### config.mk
export PLATFORM = sky130hd
export DESIGN_NAME = seq_sub_32bit
export DESIGN_NICKNAME = d
export VERILOG_FILES = /design/src/rtl/seq_alu_pkg.sv /design/src/rtl/sub_slice_8bit.sv /design/src/rtl/seq_sub_32bit.sv
export SDC_FILE = /design/constraint.sdc
export NUM_CORES = 1
export LEC_CHECK = 0
export BUFFER_PORTS_ARGS = -buffer_cell sky130_fd_sc_hd__buf_2
export CORE_MARGIN = 4
export CORE_UTILIZATION = 40
export DETAILED_ROUTE_END_ITERATION = 8
export PLACE_DENSITY = 0.68
export SETUP_SLACK_MARGIN = 0.2
export SLEW_MARGIN = 20
export SYNTH_ARGS = -nofsm -noshare
export SYNTH_HDL_FRONTEND = slang
export SYNTH_SLANG_ARGS = --single-unit
### constraint.sdc
create_clock -name clock -period 4 [get_ports clock]
set_input_delay 0.4 -clock clock [delete_from_list [all_inputs] [get_ports clock]]
set_output_delay 0.4 -clock clock [all_outputs]
set_load 0.1 [all_outputs]
### src/rtl/seq_alu_pkg.sv
// Shared types and sizing helpers for the sequential slice-based ALU paths.
package seq_alu_pkg;

  typedef enum logic {
    IDLE = 1'b0,
    RUN  = 1'b1
  } state_e;

  localparam int SLICE_W   = 8;
  localparam int DEF_WIDTH = 32;

  function automatic int num_slices(input int width);
    return width / SLICE_W;
  endfunction

  // Keep at least one index bit so a single-slice build still has a counter.
  function automatic int idx_width(input int n);
    return (n > 1) ? $clog2(n) : 1;
  endfunction

  localparam int DEF_NUM_SLICES = num_slices(DEF_WIDTH);
  localparam int DEF_IDX_W      = idx_width(DEF_NUM_SLICES);

endpackage

### src/rtl/sub_slice_8bit.sv
// Combinational SLICE_W-bit adder with carry in/out; shared by every RUN cycle.
module sub_slice_8bit
  import seq_alu_pkg::*;
(
  input  logic [SLICE_W-1:0] a,
  input  logic [SLICE_W-1:0] b,
  input  logic               cin,
  output logic [SLICE_W-1:0] sum,
  output logic               cout
);

  always_comb begin
    {cout, sum} = {1'b0, a} + {1'b0, b} + {{SLICE_W{1'b0}}, cin};
  end

endmodule

### src/rtl/seq_sub_32bit.sv
// Multi-cycle subtractor: one SLICE_W slice per clock, LSB first, registered carry.
// Optional add/subtract select on port op_sub when SEQ_SUB_ADD_MODE_EN is defined.
module seq_sub_32bit
  import seq_alu_pkg::*;
#(
  parameter int WIDTH = 32
) (
  input  logic             clock,
  input  logic             reset_n,
  input  logic             start,
  input  logic [WIDTH-1:0] in1,
  input  logic [WIDTH-1:0] in2,
`ifdef SEQ_SUB_ADD_MODE_EN
  input  logic             op_sub,
`endif
  output logic             busy,
  output logic             done,
  output logic [WIDTH-1:0] diff,
  output logic             borrow,
  output logic             overflow
);

  localparam int NUM_SLICES = num_slices(WIDTH);
  localparam int IDX_W      = idx_width(NUM_SLICES);
  localparam logic [IDX_W-1:0] LAST_IDX = IDX_W'(NUM_SLICES - 1);

  state_e           state_q, state_d;
  logic [IDX_W-1:0] idx_q, idx_d;
  logic             carry_q, carry_d;
  logic [WIDTH-1:0] a_q, a_d;
  logic [WIDTH-1:0] b_q, b_d;
  logic [WIDTH-1:0] diff_q, diff_d;
  logic             done_q, done_d;
  logic             borrow_q, borrow_d;
  logic             overflow_q, overflow_d;
`ifdef SEQ_SUB_ADD_MODE_EN
  logic             sub_q, sub_d;
`endif

  logic [SLICE_W-1:0] a_slice;
  logic [SLICE_W-1:0] b_slice;
  logic [SLICE_W-1:0] s_slice;
  logic               c_slice;

  assign a_slice = a_q[idx_q*SLICE_W +: SLICE_W];
  assign b_slice = b_q[idx_q*SLICE_W +: SLICE_W];

  sub_slice_8bit u_slice (
    .a    (a_slice),
    .b    (b_slice),
    .cin  (carry_q),
    .sum  (s_slice),
    .cout (c_slice)
  );

  always_comb begin
    state_d    = state_q;
    idx_d      = idx_q;
    carry_d    = carry_q;
    a_d        = a_q;
    b_d        = b_q;
    diff_d     = diff_q;
    done_d     = done_q;
    borrow_d   = borrow_q;
    overflow_d = overflow_q;
`ifdef SEQ_SUB_ADD_MODE_EN
    sub_d      = sub_q;
`endif

    case (state_q)
      IDLE: begin
        done_d = 1'b0;
        if (start) begin
          a_d     = in1;
`ifdef SEQ_SUB_ADD_MODE_EN
          sub_d   = op_sub;
          b_d     = op_sub ? ~in2 : in2;
          carry_d = op_sub;
`else
          b_d     = ~in2;
          carry_d = 1'b1;
`endif
          idx_d   = '0;
          state_d = RUN;
        end
      end

      RUN: begin
        diff_d[idx_q*SLICE_W +: SLICE_W] = s_slice;
        carry_d = c_slice;
        idx_d   = idx_q + 1'b1;
        if (idx_q == LAST_IDX) begin
          state_d = IDLE;
          done_d  = 1'b1;
          idx_d   = '0;
`ifdef SEQ_SUB_ADD_MODE_EN
          borrow_d = sub_q ? ~c_slice : c_slice;
`else
          borrow_d = ~c_slice;
`endif
          // b_q already holds ~in2 for subtract, so one sign rule covers both modes.
          overflow_d = (a_q[WIDTH-1] == b_q[WIDTH-1]) &&
                       (s_slice[SLICE_W-1] != a_q[WIDTH-1]);
        end
      end

      default: state_d = IDLE;
    endcase
  end

  always_ff @(posedge clock) begin
    if (!reset_n) begin
      state_q    <= IDLE;
      idx_q      <= '0;
      carry_q    <= 1'b0;
      a_q        <= '0;
      b_q        <= '0;
      diff_q     <= '0;
      done_q     <= 1'b0;
      borrow_q   <= 1'b0;
      overflow_q <= 1'b0;
`ifdef SEQ_SUB_ADD_MODE_EN
      sub_q      <= 1'b1;
`endif
    end else begin
      state_q    <= state_d;
      idx_q      <= idx_d;
      carry_q    <= carry_d;
      a_q        <= a_d;
      b_q        <= b_d;
      diff_q     <= diff_d;
      done_q     <= done_d;
      borrow_q   <= borrow_d;
      overflow_q <= overflow_d;
`ifdef SEQ_SUB_ADD_MODE_EN
      sub_q      <= sub_d;
`endif
    end
  end

  assign busy     = (state_q == RUN);
  assign done     = done_q;
  assign diff     = diff_q;
  assign borrow   = borrow_q;
  assign overflow = overflow_q;

endmodule

## Word level (Yosys, flattened, before mapping)

Index checks and enable logic that the tools add are counted.

| cells by class | value |
|---|---|
| add/subtract/negate cells | 4 |
| muxes and demuxes | 11 |
| bitwise logic cells | 3 |
| shifts and indexed selects | 4 |
| eq/ne operators | 5 |
| reduce and logical (&&, ||, !) cells | 3 |

Operators with widths:

| kind | count |
|---|---|
| indexed part select 32 x 6 -> 8 bit | 2 |
| negation 5 -> 34 bit | 1 |
| variable shift 8 x 34 -> 32 bit (first input constant) | 1 |
| indexed part select 8 x 34 -> 32 bit | 1 |
| bitwise mux 32 bit | 1 |
| inverter 32 bit | 1 |
| adder 8 x 8 -> 9 bit | 1 |
| adder 9 x 1 -> 9 bit | 1 |
| case mux 1 bit (2 select lines) | 3 |
| 2-to-1 mux 1 bit | 4 |
| 2-to-1 mux 2 bit | 2 |
| case mux 2 bit (2 select lines) | 1 |
| AND reduction 2 bit | 2 |
| adder 2 x 1 -> 2 bit (second input constant) | 1 |
| == test 2 bit (second input constant) | 1 |
| != test 2 x 1 -> 1 bit (second input constant) | 1 |
| != test 2 bit (second input constant) | 1 |
| inverter 1 bit | 2 |
| == test 1 bit | 1 |
| logical AND 1 bit | 1 |
| != test 1 bit | 1 |

| word-level totals | value |
|---|---|
| register bits | 103 |
| word-level logic and storage cells | 39 |

## Longest topological paths before layout

Gate-level depths: netlist of run 1.

| logic depth | value |
|---|---|
| depth after elaboration | 5 |
| mapped depth | 10 |

## Cells and area by module

From an unflattened synthesis of run 1, not the netlist that was laid out.

| second synthesis, totals | value |
|---|---|
| cells, all modules | 473 |
| area total of the unflattened synthesis | 4480.5 um2 |

Modules (own cells, without submodules):

| module | times used | cells an instance | area each (um2) | seq. area each (um2) |
|---|---|---|---|---|
| seq_sub_32bit | 1 | 433 | 4149.0 | 2062.0 |
| sub_slice_8bit | 1 | 40 | 331.6 | 0.0 |

## Worst setup path after synthesis of run 1

OpenSTA, ideal clock, no wires.

| timing path | value |
|---|---|
| kind | register to register |
| start point | reg idx_q[0] |
| end point | reg diff_q[14] (netlist: diff[14]) |
| clock period less this slack | 3.613 ns |
| cell stages (with the launch flop) | 11 |
| path buffers | 2 |
| setup slack | 0.387 ns |
| library setup time | 0.120 ns |
| arrival time | 3.493 ns |
| required time | 3.880 ns |
| path through | dfxtp_1 -> buf_2 -> buf_4 -> mux4_2 -> fa_1 -> fa_1 -> a211o_1 -> a2111oi_1 -> a211oi_2 -> a22oi_1 -> nor2b_1 |

| on the way | value |
|---|---|
| cells in the longest elaborated chain, start to end | 5 |
| elaborated cells on any way between the ends | 8 |

Ends and longest elaborated chain:

| item | line | source |
|---|---|---|
| start: declaration | seq_sub_32bit.sv:28 | `logic [IDX_W-1:0] idx_q, idx_d;` |
| start signal: assignment | seq_sub_32bit.sv:127 | `idx_q <= idx_d;` |
| indexed part select 32 x 6 -> 8 bit (on tied branches) | seq_sub_32bit.sv:45, seq_sub_32bit.sv:46 |  |
| adder 8 x 8 -> 9 bit | sub_slice_8bit.sv:13 | `{cout, sum} = {1'b0, a} + {1'b0, b} + {{SLICE_W{1'b0}}, cin};` |
| adder 9 x 1 -> 9 bit | sub_slice_8bit.sv:13 |  |
| indexed part select 8 x 34 -> 32 bit | seq_sub_32bit.sv:89 | `diff_d[idx_q*SLICE_W +: SLICE_W] = s_slice;` |
| bitwise mux 32 bit (*) | seq_sub_32bit.sv:89 |  |
| end signal: assignment | seq_sub_32bit.sv:131 | `diff_q <= diff_d;` |
| end: declaration | seq_sub_32bit.sv:32 | `logic [WIDTH-1:0] diff_q, diff_d;` |

Mark *: on every way between the ends. The rest lies on a longest branch, timed or not.
A chain may end at the register's enable or synchronous reset.

## Final worst setup path of run 1

| timing path | value |
|---|---|
| start point | reg idx_q[0] |
| end point | reg diff_q[30] (netlist: diff[30]) |

Same word-level chain as after synthesis.

==> results of run 1 <==
[sequential cells by signal, indices dropped and copies added, names as in the netlist]
| name | flops |
|---|---|
| done | 1 |
| busy | 1 |
| idx_q | 2 |
| a_q | 32 |
| carry_q | 1 |
| b_q | 32 |
| diff | 32 |
| borrow | 1 |
| overflow | 1 |
[area by class of cell]
type	count	area share
Timing Repair Buffer	107	0.0991
Multi-Input combinational cell	328	0.442
Clock inverter	6	0.00837
Clock buffer	10	0.0414
Inverter	6	0.00407
Tap cell	143	0.0324
Sequential cell	103	0.373
[power groups by stage]
stage / Clock (uW) / Combinational [uW] / Sequential, uW
after CTS: 834 / 384 / 1120
after floorplan: 0 / 246 / 1160
after global placement: 0 / 373 / 1140
after global routing: 871 / 420 / 1120
final: 812 / 382 / 1120
after detailed placement: 0 / 382 / 1140
[kinds of logic after synthesis]
kind of cell    synth area share
flops                      0.444
simple gates               0.173
fa+ha+maj                 0.0436
xor+xnor                 0.00377
buf+inv                   0.0326
mux                       0.0775
compound gates             0.226
[synthesized netlist by cell type, types with 3 or more instances]
cell,count
inv_1,6
nor2b_1,27
buf_1,4
buf_2,4
a21boi_0,40
a21oi_1,6
nor3_1,4
o211a_1,35
a211oi_2,3
nor2_1,4
a22oi_1,24
mux4_2,16
ha_1,13
and2_1,3
nand2_1,109
o21ai_0,4
clkbuf_1,23
dfxtp_1,103
nand2b_1,10
[placed cells by master, fill, tap and decap left out, drive strengths merged, types with 2 or more instances in the layout]
cell type,synthesis,final
a2111oi,2,2
a211o,2,2
a211oi,4,4
a21boi,40,40
a21o,2,2
a21oi,6,6
a22oi,24,24
a31oi,2,2
and2,3,3
buf,9,107
clkbuf,23,10
clkinv,0,3
clkinvlp,0,2
dfxtp,103,103
fa,2,2
ha,13,13
inv,6,7
mux4,16,16
nand2,110,110
nand2b,10,10
nand3b,2,2
nor2,4,4
nor2b,27,27
nor3,6,6
nor4b,2,2
o211a,35,35
o211ai,2,2
o21ai,5,5
o31ai,2,2
xor2,2,2
[worst max-delay path: stages, from the launching register on]
cell and delay (ns):
dfxtp_1 0.41, mux4_2 0.54, fa_1 0.48, fa_1 0.51, a211o_1 0.34, a211o_1 0.31, a211oi_2 0.32, a22oi_1 0.13
nor2b_1 0.13
[per-layer routing]
metal | track usage | wire, um | part of all wire
met1 | 0.226 | 5130 | 0.46
met3 | 0.0355 | 666 | 0.060
met5 | 0 | 0 | 0
met4 | 0.0510 | 127 | 0.011
met2 | 0.267 | 5140 | 0.46
[worst max-delay path by stage]
| stage | start | end | slack (ns) | depth (start not counted) |
|---|---|---|---|---|
| 2_1_floorplan | idx_q[0]$_SDFFE_PN0P_ | diff[14]$_SDFFE_PN0P_ | 0.39 | 10 |
| 3_3_place_gp | idx_q[0]$_SDFFE_PN0P_ | diff[22]$_SDFFE_PN0P_ | 0.90 | 8 |
| 3_5_place_dp | idx_q[0]$_SDFFE_PN0P_ | diff[30]$_SDFFE_PN0P_ | 0.77 | 8 |
| 4_1_cts | idx_q[0]$_SDFFE_PN0P_ | diff[30]$_SDFFE_PN0P_ | 0.75 | 8 |
| 5_1_grt | idx_q[0]$_SDFFE_PN0P_ | diff[30]$_SDFFE_PN0P_ | 0.56 | 8 |
| 6_report | idx_q[0]$_SDFFE_PN0P_ | diff[30]$_SDFFE_PN0P_ | 0.76 | 8 |
[through the flow]
step                      hold slack (ns)  cell area, um^2  std cells  setup slack (ns)
after CTS                           0.300             5530        703             0.754
after floorplan                     0.440             4650        469             0.387
final                               0.307             5530        703             0.765
after global placement              0.452             5250        687             0.896
after detailed placement            0.456             5250        687             0.771
after global routing                0.304             5530        703             0.565
==> flow_summary.json, run 1 <==
{
  "synthesis.area_mm2": 0.00465,
  "final_nets": 637,
  "reg2reg_to": "diff[30]$_SDFFE_PN0P_",
  "multi_input_area_mm2": 0.00244,
  "die_area_mm2": 0.0134,
  "via_per_inst": 5.26,
  "antennaDiodeCount": 0,
  "finalSetupTns_ns": 0,
  "grt_max_degree": 97,
  "hold_violations": 0,
  "postRouteAntennaNets": 0,
  "grt_overflow": 0,
  "total_power_uw": 2310,
  "p_sw_uw": 649,
  "reg2reg_slack_ns": 0.76,
  "grt_pass1_vias": 3577,
  "max-vdd-ir-drop_uv": 210,
  "wire_per_inst_um": 15.7,
  "seq_area_frac_synth": 0.444,
  "worstRegToRegCells": 8,
  "period_share": 0.809,
  "cts_buffers": 9,
  "h-tree-depth": 3,
  "min_path_type": "input port to flip-flop",
  "fmax_ghz": 0.309,
  "ys_ff_latch": 103,
  "gp_congestion": 0.809,
  "cts_tree": "built",
  "clk_pin_slew_worst_paths_ns": 0.07,
  "drc": 0,
  "cp.required_ns": 4.28,
  "clk_path_buf_depth": 2,
  "ff_latch_area_mm2": 0.00206,
  "syn-mean-instance-area_um2": 9.91,
  "finalClockSkew_ns": 0.00620,
  "reg2reg_from": "idx_q[0]$_SDFFE_PN0P_",
  "fillers": 1106,
  "cts_resized": 0,
  "yosysTopAreaCellShare": 0.444,
  "cts_root_buffer": "clkbuf_16",
  "crit_type": "flip-flop to flip-flop",
  "worstSkewPairLatency_ns": 0.34,
  "synth-edff-count": 0,
  "initial_utilization": 0.407,
  "place.detailed.hpwl_um": 8190,
  "cp-start-kind": "flip-flop",
  "ios": 103,
  "antenna_found_initial": 0,
  "track_usage": 0.166,
  "first_iter_violations": 216,
  "grt_pass1_wl_um": 17600,
  "rows": 39,
  "min_period_ns": 3.24,
  "cts_hold_buf": 0,
  "synth_area_leaders": "dfxtp_1, nand2_1, mux4_2",
  "syn_to_final_growth_pct": 19.0,
  "routed_wl_um": 11100,
  "worstSetupEndpointType": "flip-flop",
  "hp-start": "in1[31]",
  "async_reset_ff_frac": 0,
  "vias": 3698,
  "ys.flop_type": "dfxtp_1",
  "holdPathEnd": "a_q[31]$_SDFFE_PN0P_",
  "core_mm2": 0.0114,
  "die_y_um": 116,
  "final_core_util": 0.484,
  "first_pass_iters": 5,
  "internal_power_uw": 1660,
  "rsz0062_at_grt": "false",
  "syn_inst": 469,
  "relSlewSlack": 0.432,
  "total_leakage_power_uw": 0.00255,
  "tightest_slew_ns": 0.852,
  "p_seq_frac": 0.483,
  "worstHoldPathCells": 3,
  "layout-drive-gt1-share": 0.266,
  "final-setup-viol-count": 0,
  "cts_setup_buffers": 0,
  "yosysTopAreaCell": "dfxtp_1",
  "synthesis.nets": 551,
  "maxCapViolCount": 0,
  "p_clk_frac": 0.352,
  "slew_violations": 0,
  "sw_frac_of_total": 0.281,
  "portBuffers": 102,
  "cp.arrival_ns": 3.52,
  "die_w_um": 116,
  "power_frac_comb": 0.165,
  "critPathMaxFanout": 4,
  "yosysUniqueCellTypes": 41,
  "status": "completed",
  "power_density_mw_per_mm2": 418,
  "ys_warn_count": 0,
  "cts.sinks": 103
}
Note: power is estimated with default switching activity, not from simulation.
==> run 2: changes to the inputs <==
==> constraint.sdc (replaced) <==
create_clock -name clock -period 3.3 [get_ports clock]
set_input_delay 0.33 -clock clock [delete_from_list [all_inputs] [get_ports clock]]
set_output_delay 0.33 -clock clock [all_outputs]
set_load 0.1 [all_outputs]
==> run 2 against run 1 <==
Die area is the same. Fmax grew 8.4%. Global-route usage shrank 0.24 points. Hold slack lost 0.080 ns. Total power grew 23%. Combinational power grew 26%. Cell area grew 1.7%.
==> flow_summary.json, run 2 (synthesis gave the netlist of run 1 again) <==
{
  "reg2reg_to": "diff[30]$_SDFFE_PN0P_",
  "hold_violations": 0,
  "ff_latch_area_mm2": 0.00207,
  "power_density_mw_per_mm2": 504,
  "internal_power_uw": 2040,
  "finalClockSkew_ns": 0.0105,
  "cp_slowest_cell": "mux4_2",
  "clk_pin_slew_worst_paths_ns": 0.08,
  "die_area_mm2": 0.0134,
  "core_mm2": 0.0114,
  "grt_pass1_wl_um": 17200,
  "critical_path.cell_chain": "mux4_2 > fa_2 > fa_2 > a211o_1 > a211o_1 > a211oi_4 > a22oi_1 > nor2b_1",
  "final_nets": 643,
  "tightest_slew_ns": 0.637,
  "cts_tree": "built",
  "postRouteAntennaNets": 0,
  "cts_root_buffer": "clkbuf_16",
  "worstSetupEndpointType": "flip-flop",
  "vias": 3660,
  "fmax_ghz": 0.335,
  "reg2reg_from": "idx_q[0]$_SDFFE_PN0P_",
  "cp.required_ns": 3.57,
  "p_sw_uw": 801,
  "worstHoldPathCells": 3,
  "min_period_ns": 2.99,
  "ios": 103,
  "place_ws_ns": 0.236,
  "layout_commonest_cell": "nand2_1",
  "fillers": 1088,
  "antenna_found_initial": 0,
  "critPathMaxStageDelay_ns": 0.53,
  "min_path_type": "input port to flip-flop",
  "critPathTopFamily": "compound AO/OA/AOI/OAI gates",
  "cp-start-kind": "flip-flop",
  "post-place-cells": 689,
  "clk_path_buf_depth": 2,
  "portBuffers": 102,
  "die_y_um": 116,
  "layout-drive-gt1-share": 0.279,
  "place.detailed.hpwl_um": 7970,
  "total_leakage_power_uw": 0.00260,
  "p_clk_frac": 0.353,
  "finalSetupTns_ns": 0,
  "holdPathEnd": "a_q[9]$_SDFFE_PN0P_",
  "final_cell_mix": "nand2_1, dfxtp_1, buf_2, a21boi_0, o211a_1",
  "power_frac_comb": 0.170,
  "routed_wl_um": 10900,
  "grt_pass1_vias": 3416,
  "h-tree-depth": 3,
  "worstRegToRegCells": 8,
  "critPathMaxFanout": 8,
  "die_w_um": 116,
  "total_power_uw": 2840,
  "status": "completed",
  "max-vdd-ir-drop_uv": 315,
  "reg2reg_slack_ns": 0.31,
  "relSlewSlack": 0.573,
  "track_usage": 0.164,
  "first_iter_violations": 248,
  "grt_overflow": 0,
  "crit_type": "flip-flop to flip-flop",
  "setup_slack_ns": 0.315,
  "period_share": 0.905,
  "p_seq_frac": 0.477,
  "antennaDiodeCount": 0,
  "crit_buf_inv": 0,
  "multi_input_area_mm2": 0.00246,
  "cts_buffers": 9,
  "hp-start": "in1[9]",
  "via_per_inst": 5.16,
  "final-setup-viol-count": 0,
  "slew_violations": 0,
  "syn_to_final_growth_pct": 21.1,
  "cp.arrival_ns": 3.26,
  "final_cells": 709,
  "worstSkewPairLatency_ns": 0.34,
  "first_pass_iters": 4,
  "initial_utilization": 0.407,
  "sw_frac_of_total": 0.282,
  "wire_per_inst_um": 15.4,
  "gp_congestion": 0.778,
  "grt_max_degree": 105,
  "cts.sinks": 103,
  "rsz0062_at_grt": "false",
  "drc": 0,
  "rows": 39,
  "maxCapViolCount": 0
}
[run 2: cell count changes in the layout (fill, tap and decap cells not counted), moves of 2 or more]
cell,change
buf_4,+4
buf_12,+2
fa_2,+2
fa_1,-2
[run 2: metrics by stage]
stage	hold WS, ns	cell area (um^2)	utilization
finish	0.226	5630	0.493
global route	0.224	5630	0.493
CTS	0.217	5590	0.489
detailed placement	0.455	5310	0.465
global placement	0.448	5310	0.465
floorplan	0.440	4680	-
[run 2: metal layers]
layer	GRT usage	wire length (um)	vias up
li1	-	-	1848
met1	0.236	5170	1691
met2	0.244	4890	101
met3	0.0376	646	20
met4	0.0541	206	0
met5	0	0	-
[run 2: layout make-up]
| cell class | count | area share |
|---|---|---|
| multi-input cells | 328 | 0.437 |
| inverters | 6 | 0.00400 |
| clock buffers | 10 | 0.0407 |
| clock inverters | 6 | 0.00956 |
| well taps | 143 | 0.0318 |
| repair buffers | 113 | 0.110 |
| flip-flops and latches | 103 | 0.367 |
[run 2: worst max path at each step]
| stage | start | end | cells after the start |
|---|---|---|---|
| after floorplan | idx_q[0]$_SDFFE_PN0P_ | diff[14]$_SDFFE_PN0P_ | 10 |
| after global placement | idx_q[0]$_SDFFE_PN0P_ | diff[14]$_SDFFE_PN0P_ | 8 |
| after detailed placement | idx_q[0]$_SDFFE_PN0P_ | diff[30]$_SDFFE_PN0P_ | 8 |
| after CTS | idx_q[0]$_SDFFE_PN0P_ | diff[30]$_SDFFE_PN0P_ | 8 |
| after global routing | idx_q[0]$_SDFFE_PN0P_ | diff[30]$_SDFFE_PN0P_ | 8 |
| final | idx_q[0]$_SDFFE_PN0P_ | diff[30]$_SDFFE_PN0P_ | 8 |
[run 2: timing repair]
action,CTS,global route
setup buffers,0,4
setup endpoints to repair,0,8
hold buffers,0,0
resized for setup,0,1
[run 2: power groups by stage]
stage / Clock [uW] / Combinational [uW] / Sequential, uW
after floorplan: 0 / 306 / 1410
after global routing: 1080 / 526 / 1360
after CTS: 1030 / 473 / 1350
final: 1000 / 482 / 1350
after detailed placement: 0 / 471 / 1380
after global placement: 0 / 461 / 1380
[run 2: worst reg2reg max path: stages (launching register included)]
cell	delay, ns
dfxtp_4	0.41
mux4_2	0.53
fa_2	0.41
fa_2	0.37
a211o_1	0.36
a211o_1	0.32
a211oi_4	0.27
a22oi_1	0.11
nor2b_1	0.15
==> run 3: changes to the inputs <==
--- a/config.mk
+++ b/config.mk
@@ -5,6 +5,7 @@
 export SDC_FILE = /design/constraint.sdc
 export NUM_CORES = 1
 export LEC_CHECK = 0
+export ABC_AREA = 1
 export BUFFER_PORTS_ARGS = -buffer_cell sky130_fd_sc_hd__buf_2
 export CORE_MARGIN = 4
 export CORE_UTILIZATION = 40
==> run 3 against run 2 <==
Combinational power grew 29%. Sequential share of layout area is 1.9 points higher. Via count rose by 16%. Total power grew 4.2%. Clock-buffer cell count unchanged. Non-clock buffer count shrank 4. Core utilization shrank 0.48 points. Register-to-register slack improved by 0.23 ns. Global-route usage increased by 2.5 points. Clock power down 4%. Synthesized cell count rose by 25%. Critical endpoint is now carry_q$_SDFFE_PN0P_. Largest power group unchanged.
==> flow_summary.json, run 3 <==
{
  "cp.arrival_ns": 3.01,
  "drc": 0,
  "final_cell_mix": "nor2_1, dfxtp_1, buf_2, o21ai_0, nand2_1",
  "first_iter_violations": 348,
  "status": "completed",
  "fmax_ghz": 0.363,
  "cp.required_ns": 3.55,
  "total_leakage_power_uw": 0.00236,
  "yosysUniqueCellTypes": 34,
  "syn_inst": 588,
  "gp_congestion": 0.910,
  "grt_overflow": 0,
  "cts_hold_buf": 0,
  "rows": 38,
  "grt_pass1_vias": 3985,
  "slew_violations": 0,
  "cts_setup_buffers": 0,
  "tightest_slew_ns": 0.874,
  "synthesis.area_mm2": 0.00451,
  "die_w_um": 114,
  "worstSetupEndpointType": "flip-flop",
  "reg2reg_from": "idx_q[0]$_SDFFE_PN0P_",
  "crit_type": "flip-flop to flip-flop",
  "cts_tree": "built",
  "cts_root_buffer": "clkbuf_16",
  "critPathMaxFanout": 32,
  "cp-start-kind": "flip-flop",
  "max-vdd-ir-drop_uv": 236,
  "fillers": 1133,
  "antenna_found_initial": 0,
  "hold_violations": 0,
  "multi_input_area_mm2": 0.00219,
  "grt_pass1_wl_um": 19600,
  "first_pass_iters": 5,
  "ff_latch_area_mm2": 0.00206,
  "yosysTopAreaCellShare": 0.458,
  "worstRegToRegCells": 15,
  "die_y_um": 114,
  "portBuffers": 102,
  "seq_area_frac_synth": 0.458,
  "power_density_mw_per_mm2": 554,
  "grt_max_degree": 97,
  "clk_path_buf_depth": 2,
  "async_reset_ff_frac": 0,
  "routed_wl_um": 12200,
  "reg2reg_to": "carry_q$_SDFFE_PN0P_",
  "total_power_uw": 2960,
  "vias": 4233,
  "ios": 103,
  "die_area_mm2": 0.0130,
  "synthesis.nets": 670,
  "ys_warn_count": 0,
  "core_mm2": 0.0109,
  "final_nets": 754,
  "maxCapViolCount": 0,
  "via_per_inst": 5.18,
  "cts_buffers": 9,
  "synth-edff-count": 0,
  "cts_resized": 0,
  "syn_to_final_growth_pct": 18.4,
  "track_usage": 0.189,
  "ys.flop_type": "dfxtp_1",
  "ys_ff_latch": 103,
  "wire_per_inst_um": 15.0,
  "h-tree-depth": 3,
  "syn-mean-instance-area_um2": 7.66,
  "synth_area_leaders": "dfxtp_1, o21ai_0, nor2_1",
  "reg2reg_slack_ns": 0.54,
  "finalSetupTns_ns": 0,
  "antennaDiodeCount": 0,
  "yosysMostFrequentCell": "nor2_1",
  "hp-start": "in2[15]",
  "netlist_top_cells_count": "nor2_1, dfxtp_1, o21ai_0",
  "layout_commonest_cell": "nor2_1",
  "worstHoldPathCells": 2,
  "rsz0062_at_grt": "false",
  "final-setup-viol-count": 0,
  "period_share": 0.835,
  "holdPathEnd": "b_q[15]$_SDFFE_PN0P_",
  "clk_pin_slew_worst_paths_ns": 0.07,
  "place.detailed.hpwl_um": 8910,
  "min_path_type": "input port to flip-flop",
  "initial_utilization": 0.412,
  "postRouteAntennaNets": 0,
  "relSlewSlack": 0.417,
  "finalClockSkew_ns": 0.00576,
  "worstSkewPairLatency_ns": 0.35,
  "yosysTopAreaCell": "dfxtp_1",
  "layout-drive-gt1-share": 0.208,
  "min_period_ns": 2.76,
  "cts.sinks": 103
}
==> run 3: cell types whose count changed in the layout (fill, tap and decap cells not counted), moves of 26 or more <==
cell / change
nand2_1: -33
o211a_1: -35
a21boi_0: -40
nor2b_1: -26
a21oi_1: +58
nor2_1: +108
o21ai_0: +92
==> run 3: per-layer routing <==
layer / wire [um] / global-route usage / vias to the layer above
met5: 0 / 0 / -
met4: 201 / 0.0523 / 0
met3: 884 / 0.0507 / 17
met2: 5740 / 0.300 / 134
met1: 5400 / 0.253 / 1932
li1: - / - / 2150
==> run 3: worst max-delay path by stage <==
stage / from / end / slack [ns]
final: idx_q[0]$_SDFFE_PN0P_ / carry_q$_SDFFE_PN0P_ / 0.54
after global routing: idx_q[0]$_SDFFE_PN0P_ / diff[14]$_SDFFE_PN0P_ / 0.24
after CTS: idx_q[0]$_SDFFE_PN0P_ / diff[14]$_SDFFE_PN0P_ / 0.55
after detailed placement: idx_q[0]$_SDFFE_PN0P_ / carry_q$_SDFFE_PN0P_ / 0.57
after global placement: idx_q[0]$_SDFFE_PN0P_ / carry_q$_SDFFE_PN0P_ / 0.67
after floorplan: idx_q[0]$_SDFFE_PN0P_ / carry_q$_SDFFE_PN0P_ / 0.56
==> run 3: cell type report <==
type                    count  area share
clock buffers              10      0.0429
inverters                  21      0.0148
multi-input cells         428       0.411
repair buffers            109       0.106
well taps                 140      0.0328
clock inverters             6     0.00703
flip-flops and latches    103       0.386
==> run 3: report_power, final <==
group / switching (uW) / internal, uW
clock network: 454 / 509
logic: 429 / 195
registers: 51.6 / 1320
total: 934 / 2020
==> run 3: logic make-up after synthesis <==
logic type                 after synthesis  share of synthesized area
and+or+nand+nor                        226                      0.219
xor gates and xnor gates                 3                    0.00750
adders and majority gates               15                     0.0450
DFF                                    103                      0.458
AOI/OAI and AO/OA                      184                      0.214
buffers and inverters                   57                     0.0564
==> run 3: critical path: stages, from the launching register on <==
cell and delay [ns]:
dfxtp_1 0.36, inv_2 0.18, o21ai_0 0.24, o22ai_1 0.13, fa_1 0.44, fa_1 0.47, nand2_1 0.07, nand2_1 0.06
nand3_1 0.08, nand2_1 0.07, nand2_2 0.10, nand2_1 0.06, a21oi_1 0.19, nand2_1 0.08, nand2_1 0.08, inv_1 0.04
==> run 3: metrics by stage <==
stage               instance area, um^2   util  hold WS, ns  setup WS, ns  std cells
floorplan                          4510      -        0.419         0.558        588
global placement                   5070  0.464        0.450         0.667        801
detailed placement                 5070  0.464        0.454         0.568        801
CTS                                5340  0.488        0.137         0.553        817
global route                       5340  0.488        0.140         0.241        817
finish                             5340  0.488        0.146         0.543        817
